`config.mk`:
```
export PLATFORM = sky130hd
export DESIGN_NAME = rptr_empty_level
export DESIGN_NICKNAME = d
export VERILOG_FILES = /design/src/rtl/fifo_ptr_pkg.sv /design/src/rtl/fifo_gray2bin.sv /design/src/rtl/rptr_empty_level.sv
export SDC_FILE = /design/constraint.sdc
export NUM_CORES = 1
export LEC_CHECK = 0
export CORE_MARGIN = 5
export CORE_UTILIZATION = 40
export DETAILED_ROUTE_END_ITERATION = 7
export HOLD_SLACK_MARGIN = 0.08
export PLACE_DENSITY_LB_ADDON = 0.12
export SLEW_MARGIN = 20
export SYNTH_ARGS = -nofsm -noshare
export SYNTH_HDL_FRONTEND = slang
export SYNTH_SLANG_ARGS = --single-unit
```
`constraint.sdc`:
```
create_clock -name rclk -period 5.65 [get_ports rclk]
set_clock_uncertainty 0.2 [all_clocks]
set_input_delay 0.8475 -clock rclk [delete_from_list [all_inputs] [get_ports rclk]]
set_output_delay 0.8475 -clock rclk [all_outputs]
set_load 0.005 [all_outputs]
```
`src/rtl/fifo_ptr_pkg.sv`:
```
// Purpose : shared pointer helpers for the async FIFO read/write pointer blocks.
// Contents: PTR_MAX_W  - widest pointer the helpers handle
//           bin2gray() - binary to reflected Gray
//           gray2bin() - reflected Gray to binary
// Callers zero-extend narrower pointers to PTR_MAX_W and cast the result back
// to their own width; zero-extension leaves both codes unchanged.
package fifo_ptr_pkg;

    localparam int unsigned PTR_MAX_W = 16;

    // Binary to Gray: each bit XORed with its upper neighbour.
    function automatic logic [PTR_MAX_W-1:0] bin2gray(input logic [PTR_MAX_W-1:0] b);
        return b ^ (b >> 1);
    endfunction

    // Gray to binary: bit k is the XOR of all Gray bits at or above k.
    function automatic logic [PTR_MAX_W-1:0] gray2bin(input logic [PTR_MAX_W-1:0] g);
        logic [PTR_MAX_W-1:0] b;
        b = g;
        for (int i = 1; i < int'(PTR_MAX_W); i++) begin
            b = b ^ (g >> i);
        end
        return b;
    endfunction

endpackage

```
`src/rtl/fifo_gray2bin.sv`:
```
// Purpose : combinational Gray-to-binary converter (XOR prefix from the MSB down).
// Ports   : gray in  [W-1:0]  Gray-coded pointer
//           bin  out [W-1:0]  binary equivalent
module fifo_gray2bin #(
    parameter int unsigned W = 4
) (
    input  logic [W-1:0] gray,
    output logic [W-1:0] bin
);

    // bin[i] is the reduction XOR of gray[W-1:i].
    always_comb begin
        bin = '0;
        for (int i = 0; i < int'(W); i++) begin
            bin[i] = ^(gray >> i);
        end
    end

endmodule

```
`src/rtl/rptr_empty_level.sv`:
```
// Purpose : read-domain pointer and flag block of the async FIFO. Keeps the
//           binary/Gray read pointer, the registered empty flag, the read-side
//           fill level, a programmable almost-empty flag and a sticky underflow.
// Ports   : rclk        in   read clock
//           rrst_n      in   asynchronous reset, active-high
//           rinc        in   pop request (ignored while rempty)
//           rq2_wptr    in   [ADDRSIZE:0] write pointer, Gray, synchronised to rclk
//           ae_thresh   in   [ADDRSIZE:0] almost-empty threshold in words
//           rerr_clr    in   clears runderflow
//           raddr       out  [ADDRSIZE-1:0] RAM read address
//           rptr        out  [ADDRSIZE:0] read pointer, Gray, registered
//           rempty      out  FIFO empty, registered
//           raempty     out  level <= ae_thresh, registered
//           rlevel      out  [ADDRSIZE:0] words available, registered
//           runderflow  out  sticky pop-while-empty error
// Config  : `define RPTR_UNDERFLOW_ERR_EN to build the sticky underflow register;
//           otherwise runderflow is tied low and rerr_clr is ignored.
module rptr_empty_level
    import fifo_ptr_pkg::*;
#(
    parameter int unsigned ADDRSIZE = 3,
    parameter bit          AE_RST   = 1'b1
) (
    input  logic                rclk,
    input  logic                rrst_n,
    input  logic                rinc,
    input  logic [ADDRSIZE:0]   rq2_wptr,
    input  logic [ADDRSIZE:0]   ae_thresh,
    input  logic                rerr_clr,
    output logic [ADDRSIZE-1:0] raddr,
    output logic [ADDRSIZE:0]   rptr,
    output logic                rempty,
    output logic                raempty,
    output logic [ADDRSIZE:0]   rlevel,
    output logic                runderflow
);

    localparam int unsigned PW = ADDRSIZE + 1;

    logic [PW-1:0] rbin_q,    rbin_d;
    logic [PW-1:0] rptr_q,    rptr_d;
    logic          rempty_q,  rempty_d;
    logic          raempty_q, raempty_d;
    logic [PW-1:0] rlevel_q,  rlevel_d;
    logic [PW-1:0] rwbin;
    logic          pop;

    // Synchronised write pointer back to binary for the level subtraction.
    fifo_gray2bin #(
        .W (PW)
    ) u_wptr_g2b (
        .gray (rq2_wptr),
        .bin  (rwbin)
    );

    // Next pointer, empty compare and level; a pop and a write-pointer advance
    // in the same cycle both land in one level computation.
    always_comb begin
        pop       = 1'b0;
        rbin_d    = rbin_q;
        rptr_d    = rptr_q;
        rempty_d  = rempty_q;
        rlevel_d  = rlevel_q;
        raempty_d = raempty_q;

        pop       = rinc & ~rempty_q;
        rbin_d    = rbin_q + PW'(pop);
        rptr_d    = PW'(bin2gray(PTR_MAX_W'(rbin_d)));
        rempty_d  = (rptr_d == rq2_wptr);
        // Modular difference stays correct across the wrap bit; max DEPTH.
        rlevel_d  = rwbin - rbin_d;
        raempty_d = (rlevel_d <= ae_thresh);
    end

    // Pointer and flag registers.
    always_ff @(posedge rclk or posedge rrst_n) begin
        if (rrst_n) begin
            rbin_q    <= '0;
            rptr_q    <= '0;
            rempty_q  <= 1'b1;
            raempty_q <= AE_RST;
            rlevel_q  <= '0;
        end else begin
            rbin_q    <= rbin_d;
            rptr_q    <= rptr_d;
            rempty_q  <= rempty_d;
            raempty_q <= raempty_d;
            rlevel_q  <= rlevel_d;
        end
    end

    assign raddr   = rbin_q[ADDRSIZE-1:0];
    assign rptr    = rptr_q;
    assign rempty  = rempty_q;
    assign raempty = raempty_q;
    assign rlevel  = rlevel_q;

`ifdef RPTR_UNDERFLOW_ERR_EN
    logic runderflow_q, runderflow_d;

    // Sticky underflow; a new pop-while-empty beats a simultaneous clear.
    always_comb begin
        runderflow_d = runderflow_q;
        if (rerr_clr) begin
            runderflow_d = 1'b0;
        end
        if (rinc && rempty_q) begin
            runderflow_d = 1'b1;
        end
    end

    always_ff @(posedge rclk or posedge rrst_n) begin
        if (rrst_n) begin
            runderflow_q <= 1'b0;
        end else begin
            runderflow_q <= runderflow_d;
        end
    end

    assign runderflow = runderflow_q;
`else
    logic unused_rerr_clr;
    assign unused_rerr_clr = rerr_clr;
    assign runderflow      = 1'b0;
`endif

endmodule

```
==> flow_metrics.env, run 1 <==
export IMPL_wl_per_cell_um=11.0
export IMPL_cts_buffers=3
export IMPL_seq_area_um2=328
export IMPL_postCtsHoldBufs=0
export IMPL_port_buffers=23
export IMPL_fill_cells=167
export IMPL_cts_tree="done"
export IMPL_fin_ws_ns=1.94
export IMPL_root_buffer="clkbuf_4"
export IMPL_arrival_ns=3.69
export IMPL_netlist_area_um2=758
export IMPL_r2r_worst_path_cells=11
export IMPL_routed_wl_um=1270
export IMPL_final_cell_mix="clkdlybuf4s50_1 (23), dfrtp_1 (11), inv_1 (10)"
export IMPL_hold_class="register to register"
export IMPL_boundaryPins=26
export IMPL_maxCapViolCount=0
export IMPL_power_leakage_nw=0.485
export IMPL_path_buf_inv=2
export IMPL_grt_pass1_vias=536
export IMPL_p_per_area_nw_per_um2=671
export IMPL_cts_resized_gates=0
export IMPL_setup_viol=0
export IMPL_core_area_um2=1760
export IMPL_synth_cell_types=21
export IMPL_clkTransAtPathRegs_ns=0.07
export IMPL_worst_path_max_delay_cell="clkdlybuf4s50_1"
export IMPL_dieHeight_um=53.5
export IMPL_maxSlewViolCount=0
export IMPL_cts_buffer_depth=2
export IMPL_die_area_um2=2870
export IMPL_post_dp_hpwl_um=1050
export IMPL_ir_worst_vdd_v=0.000384
export IMPL_r2r_setup_slack_ns=2.63
export IMPL_r2r_start="rempty$_DFF_PP1_"
export IMPL_grt_pass1_wl_um=2250
export IMPL_rsz0062_at_grt="no"
export IMPL_drc=0
export IMPL_min_period_over_period=0.657
export IMPL_rr_endpoint="raempty$_DFF_PP1_"
export IMPL_hold_viol_final=0
export IMPL_fmax_ghz=0.269
export IMPL_layout_cells_non_filler=116
export IMPL_syn_instance_count=65
export IMPL_layout_nets=114
export IMPL_start_util=0.430
export IMPL_gp_congestion=0.745
export IMPL_cts_setup_buffers=0
export IMPL_hold_depth=1
export IMPL_avgSynthCellArea_um2=11.7
export IMPL_ant_nets=0
export IMPL_grt_antenna_before_repair=0
export IMPL_multi_input_area_um2=385
export IMPL_setup_tns_ns=0
export IMPL_routed_via_density=4.29
export IMPL_yosysWarnings=0
export IMPL_place_inst=112
export IMPL_syn_nets=87
export IMPL_path_cells="clkdlybuf4s50_1, xor2_1, xnor2_1, xor2_1, ha_1, fa_1, inv_1, ha_1, nor2b_1, o21a_1, o21a_1, o21ai_0"
export IMPL_preCtsSetupSlack_ns=1.71
export IMPL_worstSetupPathType="input pin to register"
export IMPL_cts_htree_levels=1
export IMPL_cp_start_kind="input pin"
export IMPL_clk_insertion_delay_late_ns=0.26
export IMPL_vias=498
export IMPL_hp_start="rbin_q[3]$_DFF_PP0_"
export IMPL_grt_ovfl_total=0
export IMPL_whs_ns=0.372
export IMPL_crit_fanout=3
export IMPL_drtIter0Drc=3
export IMPL_end_kind="register"
export IMPL_layout_commonest_cell="clkdlybuf4s50_1"
export IMPL_status="finished clean"
export IMPL_yosysSeqAreaShare=0.432
export IMPL_critPathTopFamily="adder cells"
export IMPL_synth_seq_cells=13
export IMPL_drive_gt1_frac=0.0769
export IMPL_diodes=0
export IMPL_hold_end="rbin_q[3]$_DFF_PP0_"
export IMPL_rows=15
export IMPL_cts_sinks=13
export IMPL_die_x_um=53.5
export IMPL_worst_endpoint_required_ns=5.63
export IMPL_dr_pass1_iters=2
export IMPL_grt_total_usage=0.113
export IMPL_finalCriticalPeriod_ns=3.71
export IMPL_synthToLayoutAreaGrowth_pct=37.0
export IMPL_cpPeakStageDelay_ns=0.53
export IMPL_total_power_w=0.000697
export IMPL_grt_max_degree=14
-- how the worst max path moves through the flow --
stage | cells after the start | start | endpoint | slack [ns]
final | 12 | rq2_wptr[2] | raempty$_DFF_PP1_ | 1.94
after global routing | 12 | rq2_wptr[2] | raempty$_DFF_PP1_ | 1.75
after CTS | 12 | rq2_wptr[2] | raempty$_DFF_PP1_ | 1.95
after detailed placement | 12 | rq2_wptr[2] | raempty$_DFF_PP1_ | 1.71
after global placement | 12 | rq2_wptr[2] | raempty$_DFF_PP1_ | 1.72
after floorplan | 11 | rq2_wptr[3] | raempty$_DFF_PP1_ | 2.38
-- cells by family (layout without fill, tap and decap cells) --
group / Yosys count / after routing / share of synthesized area
AO/OA/AOI/OAI: 6 / 6 / 0.0594
XOR/XNOR: 16 / 16 / 0.213
adder cells (fa/ha/maj): 10 / 10 / 0.175
buffers and inverters: 11 / 37 / 0.0594
flip-flops: 13 / 13 / 0.432
other: 1 / 1 / 0.00495
AND/OR/NAND/NOR: 8 / 8 / 0.0561
-- power breakdown --
part	total (W)	internal (W)	switching, W
logic	0.000463	0.000255	0.000208
registers	0.000179	0.000154	0.0000248
clock network	0.0000547	0.0000273	0.0000274
-- metal layers --
metal,GRT usage,vias to the layer above,routed length [um]
met5,0,-,0
met4,0.0511,0,19
met3,0.0277,2,91
met2,0.176,17,580
met1,0.147,221,580
li1,-,258,-
-- synthesized netlist by cell type, drive strengths merged --
cell | count | share of area
xor2 | 7 | 0.081
nor2b | 2 | 0.016
dfrtp | 11 | 0.36
or3 | 1 | 0.0083
dfstp | 2 | 0.069
a21oi | 1 | 0.0066
o21a | 2 | 0.020
a21o | 1 | 0.0099
a211oi | 1 | 0.016
nand2 | 2 | 0.0099
ha | 9 | 0.15
xnor3 | 1 | 0.030
xnor2 | 8 | 0.10
fa | 1 | 0.026
nand4 | 1 | 0.0083
buf | 1 | 0.0099
o21ai | 1 | 0.0066
nand3 | 2 | 0.013
inv | 10 | 0.050
conb | 1 | 0.0049
-- final cells by class --
| cell class | count | share of cell area |
|---|---|---|
| Clock buffer | 4 | 0.0253 |
| Timing Repair Buffer | 23 | 0.222 |
| Sequential cell | 13 | 0.316 |
| Multi-Input combinational cell | 41 | 0.371 |
| Inverter | 10 | 0.0361 |
| Tap cell | 25 | 0.0301 |
-- state kept, by name (all words and copies together), names as in the netlist --
register  cells
rbin_q        4
rlevel        4
rptr          3
raempty       1
rempty        1
-- metrics by stage --
stage	instance area [um2]	utilization
after global routing	1040	0.589
final	1040	0.589
after global placement	1010	0.574
after CTS	1040	0.589
after floorplan	758	-
after detailed placement	1010	0.574
Note: power is estimated with default switching activity, not from simulation.
==> run 2: changes to the inputs <==
==> constraint.sdc (replaced) <==
create_clock -name rclk -period 3.5 [get_ports rclk]
set_clock_uncertainty 0.2 [all_clocks]
set_input_delay 0.525 -clock rclk [delete_from_list [all_inputs] [get_ports rclk]]
set_output_delay 0.525 -clock rclk [all_outputs]
set_load 0.005 [all_outputs]
==> flow_metrics.env, run 2 (synthesis results as in run 1) <==
export IMPL_status="finished clean"
export IMPL_hold_class="register to register"
export IMPL_layout_commonest_cell="clkdlybuf4s50_1"
export IMPL_worstSetupPathType="input pin to register"
export IMPL_fill_cells=168
export IMPL_cp_start_kind="input pin"
export IMPL_setup_viol=0
export IMPL_r2r_setup_slack_ns=0.55
export IMPL_routed_wl_um=1370
export IMPL_start_util=0.430
export IMPL_die_area_um2=2870
export IMPL_maxSlewViolCount=0
export IMPL_p_int_w=0.000785
export IMPL_switching_power_w=0.000443
export IMPL_power_leakage_nw=0.525
export IMPL_fin_ws_ns=0.203
export IMPL_cts_htree_levels=1
export IMPL_hold_viol_final=0
export IMPL_min_period_over_period=0.942
export IMPL_clkTransAtPathRegs_ns=0.08
export IMPL_cts_setup_buffers=0
export IMPL_routed_via_density=4.38
export IMPL_core_area_um2=1760
export IMPL_end_kind="register"
export IMPL_clk_insertion_delay_late_ns=0.26
export IMPL_post_dp_hpwl_um=1180
export IMPL_stdcell_area_um2=1110
export IMPL_dieHeight_um=53.5
export IMPL_ir_worst_vdd_v=0.000514
export IMPL_grt_ovfl_total=0
export IMPL_rr_endpoint="raempty$_DFF_PP1_"
export IMPL_synthToLayoutAreaGrowth_pct=45.9
export IMPL_r2r_start="rempty$_DFF_PP1_"
export IMPL_cts_buffer_depth=2
export IMPL_power_share_sequential=0.237
export IMPL_switching_share=0.361
export IMPL_crit_fanout=2
export IMPL_grt_total_usage=0.114
export IMPL_ant_nets=0
export IMPL_p_per_area_nw_per_um2=1110
export IMPL_postCtsHoldBufs=0
export IMPL_dr_pass1_iters=2
export IMPL_cts_sinks=13
export IMPL_finalCriticalPeriod_ns=3.30
export IMPL_maxCapViolCount=0
export IMPL_die_x_um=53.5
export IMPL_combPwrFrac=0.689
export IMPL_rows=15
export IMPL_setup_tns_ns=0
export IMPL_grt_antenna_before_repair=0
export IMPL_layout_nets=122
export IMPL_gp_congestion=0.748
export IMPL_grt_pass1_wl_um=2260
export IMPL_whs_ns=0.361
export IMPL_cts_tree="done"
export IMPL_clock_power_share=0.073
export IMPL_worst_endpoint_required_ns=3.48
export IMPL_drtIter0Drc=1
export IMPL_vias=543
export IMPL_boundaryPins=26
export IMPL_drc=0
export IMPL_cts_buffers=3
export IMPL_final_cell_mix="clkdlybuf4s50_1 (23), dfrtp_1 (11), inv_1 (10)"
export IMPL_arrival_ns=3.28
export IMPL_crit_end="raempty$_DFF_PP1_"
export IMPL_fmax_ghz=0.303
export IMPL_drive_gt1_frac=0.162
export IMPL_fin_util=0.627
export IMPL_port_buffers=23
export IMPL_grt_pass1_vias=543
export IMPL_grt_max_degree=14
export IMPL_r2r_worst_path_cells=10
export IMPL_dpl_cell_area_um2=1070
export IMPL_rsz0062_at_grt="no"
export IMPL_root_buffer="clkbuf_4"
export IMPL_cp_startpoint="rq2_wptr[2]"
export IMPL_diodes=0
export IMPL_wl_per_cell_um=11.1
export IMPL_preCtsSetupSlack_ns=-0.116
run 2: worst min-delay path by stage:
stage / startpoint / endpoint / slack, ns / depth (start not counted)
final: rbin_q[3]$_DFF_PP0_ / rbin_q[3]$_DFF_PP0_ / 0.36 / 1
after global routing: rbin_q[3]$_DFF_PP0_ / rbin_q[3]$_DFF_PP0_ / 0.39 / 1
after detailed placement: rbin_q[3]$_DFF_PP0_ / rbin_q[3]$_DFF_PP0_ / 0.35 / 1
after global placement: rbin_q[3]$_DFF_PP0_ / rbin_q[3]$_DFF_PP0_ / 0.34 / 1
after floorplan: rrst_n / rbin_q[0]$_DFF_PP0_ / 0.20 / 1
after CTS: rbin_q[3]$_DFF_PP0_ / rbin_q[3]$_DFF_PP0_ / 0.36 / 1
run 2: timing repair:
action | in CTS | in global routing
setup endpoints to repair | 0 | 1
resized for setup | 0 | 1
endpoints found under the hold margin | 0 | 0
run 2: routing by layer:
layer | GRT usage | wire length [um] | vias to the layer above
met1 | 0.147 | 698 | 249
li1 | - | - | 275
met3 | 0.0249 | 68 | 2
met2 | 0.176 | 579 | 17
met4 | 0.0638 | 25 | 0
met5 | 0 | 0 | -
run 2: power by group through the flow:
stage | sequential [W] | combinational [W] | clock [W]
6_report | 0.000292 | 0.000847 | 0.0000901
3_3_place_gp | 0.000293 | 0.000841 | 0
3_5_place_dp | 0.000296 | 0.000860 | 0
2_1_floorplan | 0.000302 | 0.000480 | 0
4_1_cts | 0.000293 | 0.000864 | 0.0000933
5_1_grt | 0.000303 | 0.000949 | 0.000104
run 2: final cells by class:
class,count,area [um2],share of cell area
clock buffers,4,26.3,0.0238
inverters,10,37.5,0.0339
multi-input cells,41,393,0.355
flip-flops and latches,13,328,0.296
repair buffers,31,290,0.262
well taps,25,31.3,0.0283
run 2: critical path: stages:
cell and delay, ns:
clkdlybuf4s50_1 0.54, xor2_2 0.18, xnor2_1 0.18, xor2_1 0.11, ha_1 0.25, fa_1 0.52, inv_1 0.06, ha_1 0.28
nor2b_1 0.13, o21a_1 0.16, o21a_1 0.15, o21ai_0 0.18
run 2: through the flow:
step,total power [W],cells
after global routing,0.00136,124
after CTS,0.00125,124
after detailed placement,0.00116,120
after floorplan,0.000782,65
after global placement,0.00113,120
final,0.00123,124
==> run 3: changes to the inputs <==
--- a/config.mk
+++ b/config.mk
@@ -5,12 +5,13 @@
 export SDC_FILE = /design/constraint.sdc
 export NUM_CORES = 1
 export LEC_CHECK = 0
+export CAP_MARGIN = 20
 export CORE_MARGIN = 5
-export CORE_UTILIZATION = 40
+export CORE_UTILIZATION = 43
 export DETAILED_ROUTE_END_ITERATION = 7
 export HOLD_SLACK_MARGIN = 0.08
 export PLACE_DENSITY_LB_ADDON = 0.12
-export SLEW_MARGIN = 20
+export SLEW_MARGIN = 0
 export SYNTH_ARGS = -nofsm -noshare
 export SYNTH_HDL_FRONTEND = slang
 export SYNTH_SLANG_ARGS = --single-unit
==> flow_metrics.env, run 3 (synthesis results as in run 1) <==
export IMPL_wl_per_cell_um=10.4
export IMPL_final_cell_mix="clkdlybuf4s50_1 (23), dfrtp_1 (11), inv_1 (10)"
export IMPL_fmax_ghz=0.306
export IMPL_worst_endpoint_required_ns=3.49
export IMPL_crit_fanout=2
export IMPL_port_buffers=23
export IMPL_routed_via_density=4.35
export IMPL_root_buffer="clkbuf_4"
export IMPL_core_area_um2=1710
export IMPL_boundaryPins=26
export IMPL_switching_share=0.364
export IMPL_stdcell_area_um2=1090
export IMPL_worst_path_max_delay_cell="clkdlybuf4s50_1"
export IMPL_grt_pass1_wl_um=2160
export IMPL_switching_power_w=0.000435
export IMPL_power_leakage_nw=0.518
export IMPL_postCtsHoldBufs=0
export IMPL_die_area_um2=2700
export IMPL_fin_util=0.639
export IMPL_clk_insertion_delay_late_ns=0.27
export IMPL_path_cells="clkdlybuf4s50_1, xor2_1, xnor2_1, xor2_1, ha_1, fa_1, inv_1, ha_1, nor2b_1, o21a_1, o21a_1, o21ai_0"
export IMPL_place_inst=119
export IMPL_path_buf_inv=2
export IMPL_clkTransAtPathRegs_ns=0.07
export IMPL_grt_ovfl_total=0
export IMPL_maxCapViolCount=0
export IMPL_clock_power_share=0.075
export IMPL_post_dp_hpwl_um=1130
export IMPL_ant_nets=0
export IMPL_hold_class="register to register"
export IMPL_start_util=0.444
export IMPL_synthToLayoutAreaGrowth_pct=43.9
export IMPL_maxSlewViolCount=0
export IMPL_dieHeight_um=52.0
export IMPL_cts_setup_buffers=0
export IMPL_layout_commonest_cell="clkdlybuf4s50_1"
export IMPL_cts_htree_levels=1
export IMPL_grt_pass1_vias=525
export IMPL_p_per_area_nw_per_um2=1100
export IMPL_grt_total_usage=0.114
export IMPL_diodes=0
export IMPL_ir_worst_vdd_v=0.000648
export IMPL_cts_resized_gates=0
export IMPL_layout_nets=121
export IMPL_worstSetupPathType="input pin to register"
export IMPL_cts_buffer_depth=2
export IMPL_setup_viol=0
export IMPL_cpPeakStageDelay_ns=0.51
export IMPL_end_kind="register"
export IMPL_dpl_cell_area_um2=1060
export IMPL_layout_cells_non_filler=123
export IMPL_vias=535
export IMPL_routed_wl_um=1290
export IMPL_drtIter0Drc=5
export IMPL_gp_congestion=0.765
export IMPL_grt_max_degree=14
export IMPL_die_x_um=52.0
export IMPL_grt_antenna_before_repair=0
export IMPL_drive_gt1_frac=0.143
export IMPL_critPathTopFamily="adder cells"
export IMPL_status="finished clean"
export IMPL_power_share_sequential=0.242
export IMPL_cts_sinks=13
export IMPL_p_int_w=0.000761
export IMPL_finalCriticalPeriod_ns=3.27
export IMPL_min_period_over_period=0.935
export IMPL_hold_viol_final=0
export IMPL_cts_buffers=3
export IMPL_dr_pass1_iters=4
export IMPL_combPwrFrac=0.683
export IMPL_fill_cells=146
export IMPL_rsz0062_at_grt="no"
export IMPL_cts_tree="done"
export IMPL_rows=15
export IMPL_setup_tns_ns=0
export IMPL_arrival_ns=3.26
export IMPL_drc=0
export IMPL_cp_start_kind="input pin"
export IMPL_total_power_w=0.00120
-- run 3: path summary, 6_finish.rpt --
path,end,from,cells after the start,slack [ns]
max,raempty$_DFF_PP1_,rq2_wptr[2],12,0.23
min,rbin_q[3]$_DFF_PP0_,rbin_q[3]$_DFF_PP0_,1,0.35
max reg2reg,raempty$_DFF_PP1_,rempty$_DFF_PP1_,10,0.61
min reg2reg,rbin_q[3]$_DFF_PP0_,rbin_q[3]$_DFF_PP0_,1,0.35
max in group asynchronous,rempty$_DFF_PP1_,rrst_n,2,2.41
min in group asynchronous,rlevel[0]$_DFF_PP0_,rrst_n,2,0.36
-- run 3: area by class of cell --
class                      count  area (um2)  share of cell area
clock buffer                   4        26.3              0.0241
inverter                      10        37.5              0.0344
multi-input combinational     41         385               0.353
sequential                    13         328               0.300
tap                           25        31.3              0.0287
timing repair buffer          30         283               0.259
-- run 3: power by group through the flow --
| stage | registers [W] | logic (W) | clock network [W] |
|---|---|---|---|
| after floorplan | 0.000302 | 0.000480 | 0 |
| after global placement | 0.000292 | 0.000815 | 0 |
| after detailed placement | 0.000295 | 0.000828 | 0 |
| after CTS | 0.000291 | 0.000833 | 0.0000939 |
| after global routing | 0.000301 | 0.000922 | 0.000101 |
| final | 0.000290 | 0.000817 | 0.0000902 |
-- run 3: routing by layer --
metal	vias up	GRT usage	wire length, um
met2	20	0.169	567
met1	237	0.133	595
met4	0	0.109	39
met3	4	0.0229	83
li1	274	-	-
met5	-	0	0
-- run 3: stage by stage --
step,setup slack (ns),hold slack (ns)
final,0.228,0.352
after global routing,0.0611,0.387
after CTS,0.226,0.361
after detailed placement,-0.0511,0.351
after global placement,-0.0532,0.340
after floorplan,0.557,0.201
